<file path="config.mk">
export PLATFORM = sky130hd
export DESIGN_NAME = pc_stack
export DESIGN_NICKNAME = d
export VERILOG_FILES = /design/src/rtl/pc_stack.sv
export SDC_FILE = /design/constraint.sdc
export NUM_CORES = 1
export LEC_CHECK = 0
export ABC_AREA = 1
export BUFFER_PORTS_ARGS = -buffer_cell sky130_fd_sc_hd__buf_2
export CAP_MARGIN = 20
export CORE_MARGIN = 2
export CORE_UTILIZATION = 55
export DETAILED_ROUTE_END_ITERATION = 10
export PLACE_DENSITY = 0.78
export SETUP_SLACK_MARGIN = 0.5
export SLEW_MARGIN = 30
export SYNTH_ARGS = -nofsm -noshare
export SYNTH_HDL_FRONTEND = slang
export SYNTH_SLANG_ARGS = --single-unit
</file>
<file path="constraint.sdc">
create_clock -name clk -period 5.94 [get_ports clk]
set_clock_uncertainty 0.15 [all_clocks]
set_input_delay 1.188 -clock clk [delete_from_list [all_inputs] [get_ports clk]]
set_output_delay 1.188 -clock clk [all_outputs]
set_load 0.02 [all_outputs]
</file>
<file path="src/rtl/pc_stack.sv">
// Fetch-stage program counter with a hardware return-address stack.
// Fixed-priority command decode: load > call > ret > branch > inc > hold.
module pc_stack #(
  parameter int WIDTH = 16,
  parameter int DEPTH = 8,
  parameter int STEP  = 1,
  localparam int SPW  = $clog2(DEPTH + 1),
  localparam int AW   = $clog2(DEPTH)
) (
  input  logic             clk,
  input  logic             reset,
  input  logic             load,
  input  logic             call,
  input  logic             ret,
  input  logic             branch,
  input  logic             inc,
  input  logic             clear_err,
  input  logic [WIDTH-1:0] d_in,
  input  logic [WIDTH-1:0] offset,
  output logic [WIDTH-1:0] out,
  output logic [SPW-1:0]   sp,
  output logic             empty,
  output logic             full,
  output logic             overflow,
  output logic             underflow
);

  localparam logic [WIDTH-1:0] STEP_W = WIDTH'(STEP);

  typedef enum logic [2:0] {
    C_HOLD, C_LOAD, C_CALL, C_RET, C_BRANCH, C_INC
  } cmd_e;

  cmd_e             cmd;
  logic             push, pop;
  logic [AW-1:0]    wr_addr, rd_addr;
  logic [WIDTH-1:0] stack [DEPTH];

  always_comb begin
    cmd = C_HOLD;
    if (load)        cmd = C_LOAD;
    else if (call)   cmd = C_CALL;
    else if (ret)    cmd = C_RET;
    else if (branch) cmd = C_BRANCH;
    else if (inc)    cmd = C_INC;
  end

  assign empty   = (sp == '0);
  assign full    = (sp == SPW'(DEPTH));
  assign push    = (cmd == C_CALL) && !full;
  assign pop     = (cmd == C_RET) && !empty;
  assign wr_addr = AW'(sp);
  assign rd_addr = AW'(sp - SPW'(1));

  always_ff @(posedge clk or negedge reset) begin
    if (!reset) begin
      out       <= '0;
      sp        <= '0;
      overflow  <= 1'b0;
      underflow <= 1'b0;
    end else begin
      // Clear first so a same-edge error set overrides it.
      if (clear_err) begin
        overflow  <= 1'b0;
        underflow <= 1'b0;
      end
      if (cmd == C_CALL && full)  overflow  <= 1'b1;
      if (cmd == C_RET  && empty) underflow <= 1'b1;

      case (cmd)
        C_LOAD, C_CALL: out <= d_in;
        C_RET:          if (!empty) out <= stack[rd_addr];
        C_BRANCH:       out <= out + offset;
        C_INC:          out <= out + STEP_W;
        default:        ;
      endcase

      if (push)     sp <= sp + SPW'(1);
      else if (pop) sp <= sp - SPW'(1);
    end
  end

  // Stack RAM is not reset; entries are only read below a valid sp.
  always_ff @(posedge clk) begin
    if (push) stack[wr_addr] <= out + STEP_W;
  end

endmodule

</file>
==> metrics.txt <==
Max Slew Vio Count=0; CTS max path bufs=2; outcome=finished, final reports clean; Root Buffer=clkbuf_16; post-synthesis average cell area=~8.7 um2; min cycle time layout=approximately 3700 ps; synth unique cells=29; Post-Syn Area=0.00781 mm2; Iteration-0 DRC Markers=624; setup TNS=0 ps; power density over the cells=459 mW/mm2; total clock sinks=150; CTS tree=yes; Total Power=a little over 4 mW; grt total ovfl=0; clk_lat worst skew=410 ps; Port Buf Inserts=63; WL/cell=about 17 um; final-stage net count=1024; largest net degree at the start of global routing=71; Worst Setup Start Kind=register; Synth area leader=edfxtp_1; Peak Freq=274 MHz; GRT busiest layer=met2; met1 usage=35.8%; share of layout cells above drive strength 1=12.9%; Initial DRT Pass Iterations=5; area occupied by registers=0.00440 mm2; Placed Area=around 0.0083 mm2; Routed WL=19.3 mm; number of global-route vias before repair=5942; RSZ-0062 raised after global routing=false; post-synthesis xor/xnor area fraction=1.10%; CTS buffer count=17; simple-gate share of the synthesized area=27.6%; die width=approximately 120 um; antenna violations before repair=0; Max H-tree Level=4; post-route cell area=0.00888 mm2; Post-CTS Hold Fix Bufs=0; Hold Path Class=register to register; Top Ports=64; GPL Wtd Cong=0.962; global-route wire length before repair=between 30 and 40 mm; Fillers=1113; R2R cell count=11; ant diodes=0; ANT nets after route=0; core area=0.0139 mm2; die area=0.0152 mm2; Layout area overhead=13.6%; Synth Warn #=0; Data arrival, critical path=2320 ps; Seq/Total Area, Yosys=56.2%; syn nets=962; Synth Area in Adders=3.14%; hold depth=2; CTS clk-pin slew, worst paths=around 60 ps; Rel. slew slack=42.6%; largest family of logic cells by synthesized area=simple AND/OR/NAND/NOR gates; met2 GRT Util=between 40% and 50%; FP Rows=43; FF+latch count, synth=150; Synth area leaders=edfxtp_1, nand2_1, nor2_1; static leakage=3.82 nW; Syn Inst Count=903; drt drc=0; fin crit share=61.5%; top-area cell type share of the netlist area=49.2%; Crit Path Category=register to output port; transition time of the tightest slew-check pin=860 ps; multi-input logic area=0.00296 mm2; worst vdd ir=0.318 mV; crit end category=output port; Initial Util=~56%; dpl hpwl=12.5 mm; met3 usage=5.12%; Overall Global Routing Usage=between 20% and 30%; die height=123 um; critical path fanouts, max=65; setup violators final=0; post-CTS sizing=0; Vias=6428; max cap viols=0; CP Data Required Time=4600 ps; setup bufs post-CTS=0; Synth Area in Compound Gates=5.81%; final hold violation count=0; Vias per Instance=5.55; multiplexer share of the synthesized area=0%
-- cell families after synthesis --
| group | count (synthesis) |
|---|---|
| AND/OR/NAND/NOR | 529 |
| flip-flops | 150 |
| buffers and inverters | 115 |
| AO/OA/AOI/OAI | 81 |
| adder cells (fa/ha/maj) | 19 |
| XOR/XNOR | 9 |
-- per-stage QoR --
step                hold WS [ps]  setup WS (ps)  util, %  instances
floorplan                    456           2390        -        903
global placement             356           2000     59.7       1126
detailed placement           373           1960     59.7       1126
CTS                          385           2310     63.9       1158
global route                 416           2190     64.0       1158
finish                       379           2280     64.0       1158
-- critical path: stages (launching register included) --
cell     delay (ps)
dfrtp_2         400
inv_1            50
buf_4           530
ha_1            330
nand2_1         130
nor2_1          220
buf_2           230
-- cell usage in the layout (no fill, tap or decap), types with 15 or more instances in the layout --
cell type | netlist | layout
buf_2 | 13 | 63
nor2_1 | 165 | 165
ha_1 | 18 | 18
edfxtp_1 | 128 | 128
dfrtp_1 | 22 | 21
nand3_1 | 76 | 76
clkbuf_16 | 0 | 17
nand2_1 | 257 | 255
a21oi_1 | 15 | 15
inv_1 | 80 | 79
o21ai_0 | 49 | 49
-- registers in the layout, indices dropped and copies added (netlist names) --
register and cells:
stack 128, out 16, sp 4, overflow 1, underflow 1
-- worst paths after layout --
path	slack, ps	startpoint	endpoint
setup / recovery	2280	sp[0]$_DFFE_PN0P_	empty
max in group asynchronous	4550	reset	sp[0]$_DFFE_PN0P_
hold reg to reg	380	underflow$_DFFE_PN0P_	underflow$_DFFE_PN0P_
min in group asynchronous	640	reset	sp[2]$_DFFE_PN0P_
hold / removal	380	underflow$_DFFE_PN0P_	underflow$_DFFE_PN0P_
setup reg to reg	2940	sp[0]$_DFFE_PN0P_	stack[1][10]$_DFFE_PP_
-- power breakdown --
| part | switching, mW | internal [mW] |
|---|---|---|
| clock | 0.408 | 0.654 |
| combinational | 1.14 | 0.478 |
| sequential | 0.0836 | 1.31 |
-- cells in the mapped netlist --
| library cell | count |
|---|---|
| nand2_1 | 257 |
| nor2_1 | 165 |
| edfxtp_1 | 128 |
| inv_1 | 80 |
| nand3_1 | 76 |
| o21ai_0 | 49 |
| dfrtp_1 | 22 |
| ha_1 | 18 |
| a21oi_1 | 15 |
| buf_2 | 13 |
| o221ai_1 | 11 |
| or2_2 | 11 |
| clkbuf_1 | 9 |
| nand4_1 | 7 |
| nor3_1 | 5 |
| xor2_1 | 5 |
| buf_1 | 4 |
| buf_4 | 4 |
| nand3b_1 | 4 |
| inv_2 | 3 |
| nor2_2 | 3 |
| o21ai_1 | 3 |
| xnor2_1 | 3 |
| buf_6 | 2 |
| o21bai_1 | 2 |
| and2_1 | 1 |
| fa_1 | 1 |
| o211ai_1 | 1 |
| xor2_2 | 1 |
-- layer usage --
metal / part of all wire [%] / wire (um) / up-vias
met5: 0 / 0 / -
met4: 2.2 / 432 / 0
met3: 7.7 / 1470 / 33
met2: 48 / 9210 / 303
met1: 42 / 8140 / 2991
li1: - / - / 3101
-- area by class of cell --
cell class / instances / share of cell area (%)
clock inverter: 15 / 1.80
sequential: 150 / 49.5
timing repair buffer: 75 / 4.56
tap: 180 / 2.54
inverter: 83 / 3.51
clock buffer: 17 / 4.79
multi-input combinational: 638 / 33.3
Power figures use the tool's default switching activity.
